## src/rtl/fetch_controller_pkg.sv

```systemverilog
// Shared CPU front-end definitions: data/address widths, fetch state
// encoding and the opcode bit that marks a two-byte instruction.
package cpu_pkg;

    localparam int ADDR_W = 8;
    localparam int DATA_W = 8;

    // Opcode bit index; a 1 here means an immediate byte follows the opcode.
    // The decoder uses the same definition to know an operand is present.
    localparam int LONG_BIT = 7;

    localparam logic [ADDR_W-1:0] RESET_PC_DEF = 8'h00;

    typedef enum logic [2:0] {
        ST_IDLE    = 3'd0,
        ST_FETCH   = 3'd1,
        ST_OPERAND = 3'd2,
        ST_VALID   = 3'd3,
        ST_HALTED  = 3'd4
    } fetch_state_e;

endpackage : cpu_pkg

```

## src/rtl/fetch_controller_if.sv

```systemverilog
// Bus between the fetch controller, instruction memory, decode and execute.
// master = fetch controller side, slave = the surrounding pipeline.
interface fetch_controller_if
    import cpu_pkg::*;
#(
    parameter int AW = ADDR_W,
    parameter int DW = DATA_W
) ();

    // From memory / decode / execute
    logic [DW-1:0] instr_byte;
    logic          stall;
    logic          halt;
    logic          pc_load;
    logic [AW-1:0] pc_target;
    logic          instr_ack;

    // From the fetch controller
    logic [AW-1:0] address;
    logic          memread;
    logic          irwrite;
    logic [DW-1:0] operand;
    logic [AW-1:0] ir_pc;
    logic          ir_valid;
    logic          halted;

    modport master (
        input  instr_byte, stall, halt, pc_load, pc_target, instr_ack,
        output address, memread, irwrite, operand, ir_pc, ir_valid, halted
    );

    modport slave (
        output instr_byte, stall, halt, pc_load, pc_target, instr_ack,
        input  address, memread, irwrite, operand, ir_pc, ir_valid, halted
    );

endinterface : fetch_controller_if

```

## src/rtl/fetch_controller_program_counter.sv

```systemverilog
// Program counter register: synchronous reset, load of a redirect target,
// or increment (wrapping modulo 2^ADDR_W), otherwise hold.
module program_counter
    import cpu_pkg::*;
#(
    parameter int                 PC_W     = ADDR_W,
    parameter logic [PC_W-1:0]    RESET_PC = RESET_PC_DEF
) (
    input  logic            clk,
    input  logic            rst,
    input  logic            i_load,
    input  logic [PC_W-1:0] i_target,
    input  logic            i_inc,
    output logic [PC_W-1:0] o_pc
);

    logic [PC_W-1:0] r_pc;

    // PC update: load wins over increment; natural overflow gives the wrap.
    always_ff @(posedge clk) begin
        if (rst) begin
            r_pc <= RESET_PC;
        end else if (i_load) begin
            r_pc <= i_target;
        end else if (i_inc) begin
            r_pc <= r_pc + PC_W'(1);
        end else begin
            r_pc <= r_pc;
        end
    end

    assign o_pc = r_pc;

endmodule : program_counter

```

## src/rtl/fetch_controller.sv

```systemverilog
// Fetch sequencer of the 8-bit multi-cycle CPU. Owns the PC, walks the
// IDLE/FETCH/OPERAND/VALID/HALTED FSM, captures the immediate byte of
// two-byte instructions and hands complete instructions to decode.
module fetch_controller
    import cpu_pkg::*;
#(
    parameter int                  ADDR_W   = cpu_pkg::ADDR_W,
    parameter int                  DATA_W   = cpu_pkg::DATA_W,
    parameter logic [ADDR_W-1:0]   RESET_PC = 8'h00,
    parameter int                  LONG_BIT = cpu_pkg::LONG_BIT
) (
    input  logic               clk,
    input  logic               rst,
    fetch_controller_if.master bus
);

    fetch_state_e      r_state;
    fetch_state_e      w_next_state;

    logic              w_memread;
    logic              w_irwrite;
    logic              w_pc_inc;
    logic              w_pc_load;
    logic              w_cap_ir_pc;
    logic              w_cap_operand;
    logic [ADDR_W-1:0] w_pc;

    logic [ADDR_W-1:0] r_ir_pc;
    logic [DATA_W-1:0] r_operand;
    logic              r_ir_valid;
    logic              r_halted;

    program_counter #(
        .PC_W     (ADDR_W),
        .RESET_PC (RESET_PC)
    ) u_pc (
        .clk      (clk),
        .rst      (rst),
        .i_load   (w_pc_load),
        .i_target (bus.pc_target),
        .i_inc    (w_pc_inc),
        .o_pc     (w_pc)
    );

    // FSM state register.
    always_ff @(posedge clk) begin
        if (rst) begin
            r_state <= ST_IDLE;
        end else begin
            r_state <= w_next_state;
        end
    end

    // Next state and strobes. Priority: rst > halt > pc_load > stall > normal.
    // Memory strobes only come from the normal path, so halt, redirect and
    // stall all suppress them and a half-fetched instruction is dropped.
    always_comb begin
        w_next_state  = r_state;
        w_memread     = 1'b0;
        w_irwrite     = 1'b0;
        w_pc_inc      = 1'b0;
        w_pc_load     = 1'b0;
        w_cap_ir_pc   = 1'b0;
        w_cap_operand = 1'b0;

        if (rst) begin
            w_next_state = ST_IDLE;
        end else if (r_state == ST_HALTED) begin
            w_next_state = ST_HALTED;
        end else if (bus.halt) begin
            w_next_state = ST_HALTED;
        end else if (bus.pc_load) begin
            w_next_state = ST_FETCH;
            w_pc_load    = 1'b1;
        end else if (bus.stall) begin
            w_next_state = r_state;
        end else begin
            case (r_state)
                ST_IDLE: begin
                    w_next_state = ST_FETCH;
                end
                ST_FETCH: begin
                    w_memread   = 1'b1;
                    w_irwrite   = 1'b1;
                    w_cap_ir_pc = 1'b1;
                    w_pc_inc    = 1'b1;
                    if (bus.instr_byte[LONG_BIT]) begin
                        w_next_state = ST_OPERAND;
                    end else begin
                        w_next_state = ST_VALID;
                    end
                end
                ST_OPERAND: begin
                    w_memread     = 1'b1;
                    w_cap_operand = 1'b1;
                    w_pc_inc      = 1'b1;
                    w_next_state  = ST_VALID;
                end
                ST_VALID: begin
                    if (bus.instr_ack) begin
                        w_next_state = ST_FETCH;
                    end else begin
                        w_next_state = ST_VALID;
                    end
                end
                default: begin
                    w_next_state = ST_IDLE;
                end
            endcase
        end
    end

    // Instruction bookkeeping; ir_valid/halted track the state being entered
    // so they line up exactly with VALID/HALTED. Short opcodes leave operand.
    always_ff @(posedge clk) begin
        if (rst) begin
            r_ir_pc    <= '0;
            r_operand  <= '0;
            r_ir_valid <= 1'b0;
            r_halted   <= 1'b0;
        end else begin
            if (w_cap_ir_pc) begin
                r_ir_pc <= w_pc;
            end
            if (w_cap_operand) begin
                r_operand <= bus.instr_byte;
            end
            r_ir_valid <= (w_next_state == ST_VALID);
            r_halted   <= (w_next_state == ST_HALTED);
        end
    end

    assign bus.address  = w_pc;
    assign bus.memread  = w_memread;
    assign bus.irwrite  = w_irwrite;
    assign bus.operand  = r_operand;
    assign bus.ir_pc    = r_ir_pc;
    assign bus.ir_valid = r_ir_valid;
    assign bus.halted   = r_halted;

endmodule : fetch_controller

```

## src/flat_wrapper.sv

```systemverilog
// flat-port wrapper written by rule: the top's interface ports become plain ports
module fetch_controller_flat import cpu_pkg::*;
#(
    parameter int                  ADDR_W   = cpu_pkg::ADDR_W,
    parameter int                  DATA_W   = cpu_pkg::DATA_W,
    parameter logic [ADDR_W-1:0]   RESET_PC = 8'h00,
    parameter int                  LONG_BIT = cpu_pkg::LONG_BIT
)
  (clk, rst, bus_instr_byte, bus_stall, bus_halt, bus_pc_load, bus_pc_target, bus_instr_ack, bus_address, bus_memread, bus_irwrite, bus_operand, bus_ir_pc, bus_ir_valid, bus_halted);
  fetch_controller_if bus_i ();
  input  logic clk;
  input  logic rst;
  input wire logic [$bits(bus_i.instr_byte)-1:0] bus_instr_byte;
  input wire logic [$bits(bus_i.stall)-1:0] bus_stall;
  input wire logic [$bits(bus_i.halt)-1:0] bus_halt;
  input wire logic [$bits(bus_i.pc_load)-1:0] bus_pc_load;
  input wire logic [$bits(bus_i.pc_target)-1:0] bus_pc_target;
  input wire logic [$bits(bus_i.instr_ack)-1:0] bus_instr_ack;
  output wire logic [$bits(bus_i.address)-1:0] bus_address;
  output wire logic [$bits(bus_i.memread)-1:0] bus_memread;
  output wire logic [$bits(bus_i.irwrite)-1:0] bus_irwrite;
  output wire logic [$bits(bus_i.operand)-1:0] bus_operand;
  output wire logic [$bits(bus_i.ir_pc)-1:0] bus_ir_pc;
  output wire logic [$bits(bus_i.ir_valid)-1:0] bus_ir_valid;
  output wire logic [$bits(bus_i.halted)-1:0] bus_halted;
  assign bus_i.instr_byte = bus_instr_byte;
  assign bus_i.stall = bus_stall;
  assign bus_i.halt = bus_halt;
  assign bus_i.pc_load = bus_pc_load;
  assign bus_i.pc_target = bus_pc_target;
  assign bus_i.instr_ack = bus_instr_ack;
  assign bus_address = bus_i.address;
  assign bus_memread = bus_i.memread;
  assign bus_irwrite = bus_i.irwrite;
  assign bus_operand = bus_i.operand;
  assign bus_ir_pc = bus_i.ir_pc;
  assign bus_ir_valid = bus_i.ir_valid;
  assign bus_halted = bus_i.halted;
  fetch_controller #(.ADDR_W(ADDR_W), .DATA_W(DATA_W), .RESET_PC(RESET_PC), .LONG_BIT(LONG_BIT)) u_core (.clk(clk), .rst(rst), .bus(bus_i));
endmodule
```

## config.mk

```make
export PLATFORM = sky130hd
export DESIGN_NAME = fetch_controller_flat
export DESIGN_NICKNAME = d
export VERILOG_FILES = /design/src/rtl/fetch_controller_pkg.sv /design/src/rtl/fetch_controller_if.sv /design/src/rtl/fetch_controller_program_counter.sv /design/src/rtl/fetch_controller.sv /design/src/flat_wrapper.sv
export SDC_FILE = /design/constraint.sdc
export NUM_CORES = 1
export LEC_CHECK = 0
export ABC_AREA = 1
export CAP_MARGIN = 20
export CELL_PAD_IN_SITES_DETAIL_PLACEMENT = 0
export CELL_PAD_IN_SITES_GLOBAL_PLACEMENT = 1
export CORE_MARGIN = 4
export CORE_UTILIZATION = 33
export DETAILED_ROUTE_END_ITERATION = 8
export PLACE_DENSITY = 0.9
export SLEW_MARGIN = 20
export SYNTH_ARGS = -nofsm -noshare
export SYNTH_HDL_FRONTEND = slang
export SYNTH_SLANG_ARGS = --single-unit
```

## constraint.sdc

```tcl
create_clock -name clk -period 3.6 [get_ports clk]
set_clock_uncertainty 0.1 [all_clocks]
set_input_delay 0.72 -clock clk [delete_from_list [all_inputs] [get_ports clk]]
set_output_delay 0.72 -clock clk [all_outputs]
set_load 0.02 [all_outputs]
```

# [Word-level counts from Yosys, hierarchy flattened]
# Index checks and enable logic that the tools add are counted.
[op_classes] addsub=1 n_eq_ne=6 mux=32 reduce_logical=3
[op_table] operator="two-way mux 1 bit" n=23
[op_table] operator="two-way mux 8 bit" n=2
[op_table] operator="two-way mux 3 bit" n=5
[op_table] operator="case mux 3 bit (4 select lines)" n=1
[op_table] operator="== test 3 x 2 -> 1 bit, second input constant" n=3
[op_table] operator="adder 8 x 1 -> 8 bit, second input constant" n=1
[op_table] operator="== test 3 bit, second input constant" n=2
[op_table] operator="== test 3 x 1 -> 1 bit, second input constant" n=1
[op_table] operator="zero test 3 bit" n=1
[op_table] operator="two-way mux 2 bit" n=1
[op_table] operator="nonzero test 2 bit" n=1
[op_table] operator="OR reduction 2 bit" n=1
[totals] ff_bits=29 inputBits=22 output_inout_bits=28 word_cells=48

# [Logic depth before layout (Yosys ltp)]
[logic_depth] word_depth=10 depth_mapped=10 depth_no_buf=10

# [By module]
# A second synthesis with hierarchy kept.
[hier_totals] cells_unflattened=207 hier_area_um2=1451.4
[by_module_without_submodules] module="fetch_controller" instances=1 cells_per_inst=137 area_each_um2=962.2
[by_module_without_submodules] module="program_counter" instances=1 cells_per_inst=70 area_each_um2=489.2

# [Least setup slack after synthesis]
# Ideal clock, no wire load.
[synth_path] path_kind="input port to output port" startpoint="in bus_stall" endpoint="out bus_memread" t_arrival_ns=1.379 required_ns=2.780 path_slack_ns=1.401 stages=4 path_cell_list="nor2_1 nand3_2 buf_2 nand2_1"
[synth_via] elab_chain_cells=5
[synth_lines] element="from (decl)" line="flat_wrapper.sv:14" source="input wire logic [$bits(bus_i.stall)-1:0] bus_stall;"
[synth_lines] element="two-way mux 1 bit" line="fetch_controller.sv:75" source="end else if (bus.stall) begin"
[synth_lines] element="two-way mux 1 bit" line="fetch_controller.sv:72" source="end else if (bus.pc_load) begin"
[synth_lines] element="two-way mux 1 bit" line="fetch_controller.sv:70" source="end else if (bus.halt) begin"
[synth_lines] element="two-way mux 1 bit" line="fetch_controller.sv:68" source="end else if (r_state == ST_HALTED) begin"
[synth_lines] element="two-way mux 1 bit" line="fetch_controller.sv:66" source="if (rst) begin"
[synth_lines] element="to (decl)" line="flat_wrapper.sv:20" source="output wire logic [$bits(bus_i.memread)-1:0] bus_memread;"
# Every way passes these cells.

# [Final worst setup path]
[layout_path] startpoint="in bus_stall" endpoint="out bus_irwrite"
[layout_via] elab_chain_cells=5
[layout_lines] element="two-way mux 1 bit" line="fetch_controller.sv:75"
[layout_lines] element="two-way mux 1 bit" line="fetch_controller.sv:72"
[layout_lines] element="two-way mux 1 bit" line="fetch_controller.sv:70"
[layout_lines] element="two-way mux 1 bit" line="fetch_controller.sv:68"
[layout_lines] element="two-way mux 1 bit" line="fetch_controller.sv:66"
[layout_lines] element="to (decl)" line="flat_wrapper.sv:21" source="output wire logic [$bits(bus_i.irwrite)-1:0] bus_irwrite;"
# Every way passes these cells.

==> results.py <==
metrics = {
    "outcome": {
        "outcome": "finished clean",
    },
    "finish": {
        "final_cell_mix": "clkdlybuf4s50_1 (49), nand2_1 (44), inv_1 (29), dfxtp_1 (29), nor2_1 (24)",
        "design_area_sq_um": 2073,
        "area.growth.synth_to_final_pct": 40.54,
        "drive_gt1_share_pct": 9.962,
        "seqCellArea_sq_um": 580.6,
        "fillerInstances": 455,
        "multi_input_comb_area_sq_um": 699.4,
        "instances_no_fill": 313,
        "final_common_cell": "clkdlybuf4s50_1",
        "diodes": 0,
        "nets": 284,
    },
    "clocking": {
        "cts.clk_slew.worst_paths_ns": 0.05,
        "cts_buffers": 5,
        "post_cts_resized": 0,
        "clock-root-buffer": "clkbuf_8",
        "postCtsSetupBuffers": 0,
        "clk_latency_ns": 0.27,
        "cts_tree": "built",
        "htreeDepth": 2,
        "cts_hold_buf": 0,
        "cts_buffer_depth": 2,
        "cts_sinks": 29,
    },
    "timing": {
        "fin_tns_setup_ns": 0,
        "slew_viol_final": 0,
        "fmax_mhz": 305.2,
        "layout_setup_ws_ns": 0.3239,
        "fin_crit_sh_pct": 91.00,
        "fin_worst_hold_slack_ns": 0.3407,
        "finalHoldViolCount": 0,
        "max_slew_margin_pct": 81.97,
        "finalCriticalPeriod_ns": 3.276,
        "max_slew.worst_pin.slew_ns": 0.2704,
        "rsz0062_at_grt": "false",
        "finalSetupViolations": 0,
    },
    "power": {
        "p_seq_share_pct": 48.0,
        "internal_power_mw": 0.5285,
        "p_clk_share_pct": 37.7,
        "power_density_nw_per_um2": 339.2,
        "p_comb_share_pct": 14.3,
        "p_sw_share_pct": 24.85,
        "ir_worst_vdd_v": 0.0001334,
        "switching_power_mw": 0.1747,
        "power_leakage_nw": 0.9047,
    },
    "grt": {
        "grtUsageTotal_pct": 14.40,
        "grt_pass1_vias": 1415,
        "antenna_found_initial": 0,
        "grt_max_degree": 28,
        "grt-ovfl-total": 0,
        "grt_pass1_wl_um": 6065,
    },
    "setup_path": {
        "worst_ep_required_time_ns": 2.78,
        "worstReg2RegStart": "u_core.r_state[1]",
        "critPathKind": "input port to output port",
        "cp-endpoint": "bus_irwrite",
        "worstPathMaxFanout": 16,
        "crit_path_start": "bus_stall",
        "cpMostUsedCell": "clkdlybuf4s50_1",
        "reg2reg_depth": 8,
        "critPathLaunchType": "input port",
        "r2r_slack_ns": 2.12,
        "max_stage_delay_ns": 0.62,
        "rr_endpoint": "u_core.u_pc.o_pc[5]",
        "crit_chain": "clkdlybuf4s50_1, inv_1, nand2_1, nor2_4, nand4_4, clkinv_4, clkdlybuf4s50_1",
        "crit_arrival_ns": 2.46,
        "crit_path_end_kind": "output port",
        "slowest_stage": "clkdlybuf4s50_1",
    },
    "synth": {
        "yosysSeqAreaShare_pct": 39.36,
        "async_flop_share_pct": 0,
        "synth_area_leader_cell": "dfxtp_1",
        "synth.avg_cell_area_sq_um": 7.058,
        "yosysWarnings": 0,
        "ys_seq_elements": 29,
        "synth_area_leaders": "dfxtp_1 (39%), nand2_1 (11%), inv_1 (7.4%), o21ai_0 (6.1%), nor2_1 (6.1%)",
        "synth_top_area_share_pct": 39.36,
        "synth_ff_type": "dfxtp_1",
        "synth_nets": 232,
        "netlist_area_sq_um": 1475,
        "syn_inst": 209,
        "synth_edf_count": 0,
        "synth.distinct_cells": 25,
    },
    "die": {
        "initial_core_util_pct": 33.88,
        "die_w_um": 74.86,
        "core-area_sq_um": 4354,
        "rows": 24,
        "ios": 50,
        "fp.dieH_um": 74.86,
        "die_area_sq_um": 5604,
    },
    "worst_hold_path": {
        "hp-class": "flip-flop to flip-flop",
    },
    "place": {
        "pre_cts_ws_ns": 0.3197,
        "io_buffer_count": 49,
        "dp.cells": 306,
        "dp_hpwl_um": 2659,
        "postPlaceCellArea_sq_um": 1987,
        "gp_congestion": 0.8381,
    },
    "detailed_routing": {
        "vias_per_cell": 4.712,
        "drc": 0,
        "vias": 1475,
        "drt-pass1-iter-count": 5,
        "drt-total-wl_um": 3616,
        "post_drt_wl_per_cell_um": 11.55,
        "first_iter_violations": 75,
        "final_antenna_net_count": 0,
    },
    "run": {
        "maxCapViolations": 0,
    },
}
==> cells by family after synthesis <==
family / after synthesis / share of synthesized area [%]
adders and majority gates: 1 / 0.8480
and+or+nand+nor: 101 / 33.25
AOI/OAI and AO/OA: 37 / 13.32
DFF: 29 / 39.36
buffers and inverters: 41 / 13.23
==> how the worst min path moves through the flow <==
stage                                from                     to  slack (ns)  depth (start not counted)
floorplan           u_core.bus.operand[4]  u_core.bus.operand[4]        0.42                          2
global placement    u_core.bus.operand[3]  u_core.bus.operand[3]        0.33                          2
detailed placement  u_core.bus.operand[2]  u_core.bus.operand[2]        0.34                          2
CTS                 u_core.bus.operand[2]  u_core.bus.operand[2]        0.34                          2
global route        u_core.bus.operand[1]  u_core.bus.operand[1]        0.37                          2
finish              u_core.bus.operand[2]  u_core.bus.operand[2]        0.34                          2
==> power by group through the flow <==
stage          clock network (mW)  logic [mW]  registers [mW]
3_5_place_dp                    0       0.101           0.344
4_1_cts                     0.276       0.101           0.338
5_1_grt                     0.295       0.112           0.339
2_1_floorplan                   0      0.0483           0.350
6_report                    0.265       0.101           0.338
3_3_place_gp                    0       0.100           0.344
==> routing by layer <==
| layer | GRT usage (%) | part of all wire, % | vias up |
|---|---|---|---|
| met3 | 3.605 | 7.0 | 2 |
| li1 | - | - | 774 |
| met4 | 8.300 | 1.0 | 0 |
| met2 | 22.34 | 45 | 49 |
| met5 | 0 | 0 | - |
| met1 | 18.08 | 47 | 650 |
==> Yosys cell counts (all sizes together) (2+ instances only) <==
| master | instances |
|---|---|
| inv | 34 |
| nand3 | 17 |
| buf | 4 |
| nor3 | 2 |
| nand4 | 10 |
| dfxtp | 29 |
| o21ai | 19 |
| a21oi | 18 |
| nand2 | 46 |
| nor2 | 26 |
| clkbuf | 2 |
==> worst max-delay path, delay by kind of cell <==
| kind | cells | cell delay, ns |
|---|---|---|
| buf+inv | 4 | 1.36 |
| simple gates | 3 | 0.37 |
==> sequential cells by signal, indices dropped and copies added, names as in the netlist <==
name / count
u_core.bus.ir_valid: 1
u_core.r_state: 3
u_core.bus.operand: 8
u_core.bus.halted: 1
u_core.bus.ir_pc: 8
u_core.u_pc.o_pc: 8
==> per-stage QoR <==
| stage | power [mW] | util, % |
|---|---|---|
| 2_1_floorplan | 0.3982 | - |
| 3_3_place_gp | 0.4446 | 45.63 |
| 3_5_place_dp | 0.4451 | 45.63 |
| 4_1_cts | 0.7146 | 47.61 |
| 5_1_grt | 0.7459 | 47.61 |
| 6_report | 0.7032 | 47.61 |
==> layout make-up <==
type                       instances  share of cell area [%]
multi-input combinational        139                   33.74
sequential                        29                   28.00
timing repair buffer              51                   24.38
inverter                          35                   6.578
clock buffer                       7                   4.164
tap                               52                   3.138
Note: power is estimated with default switching activity, not from simulation.
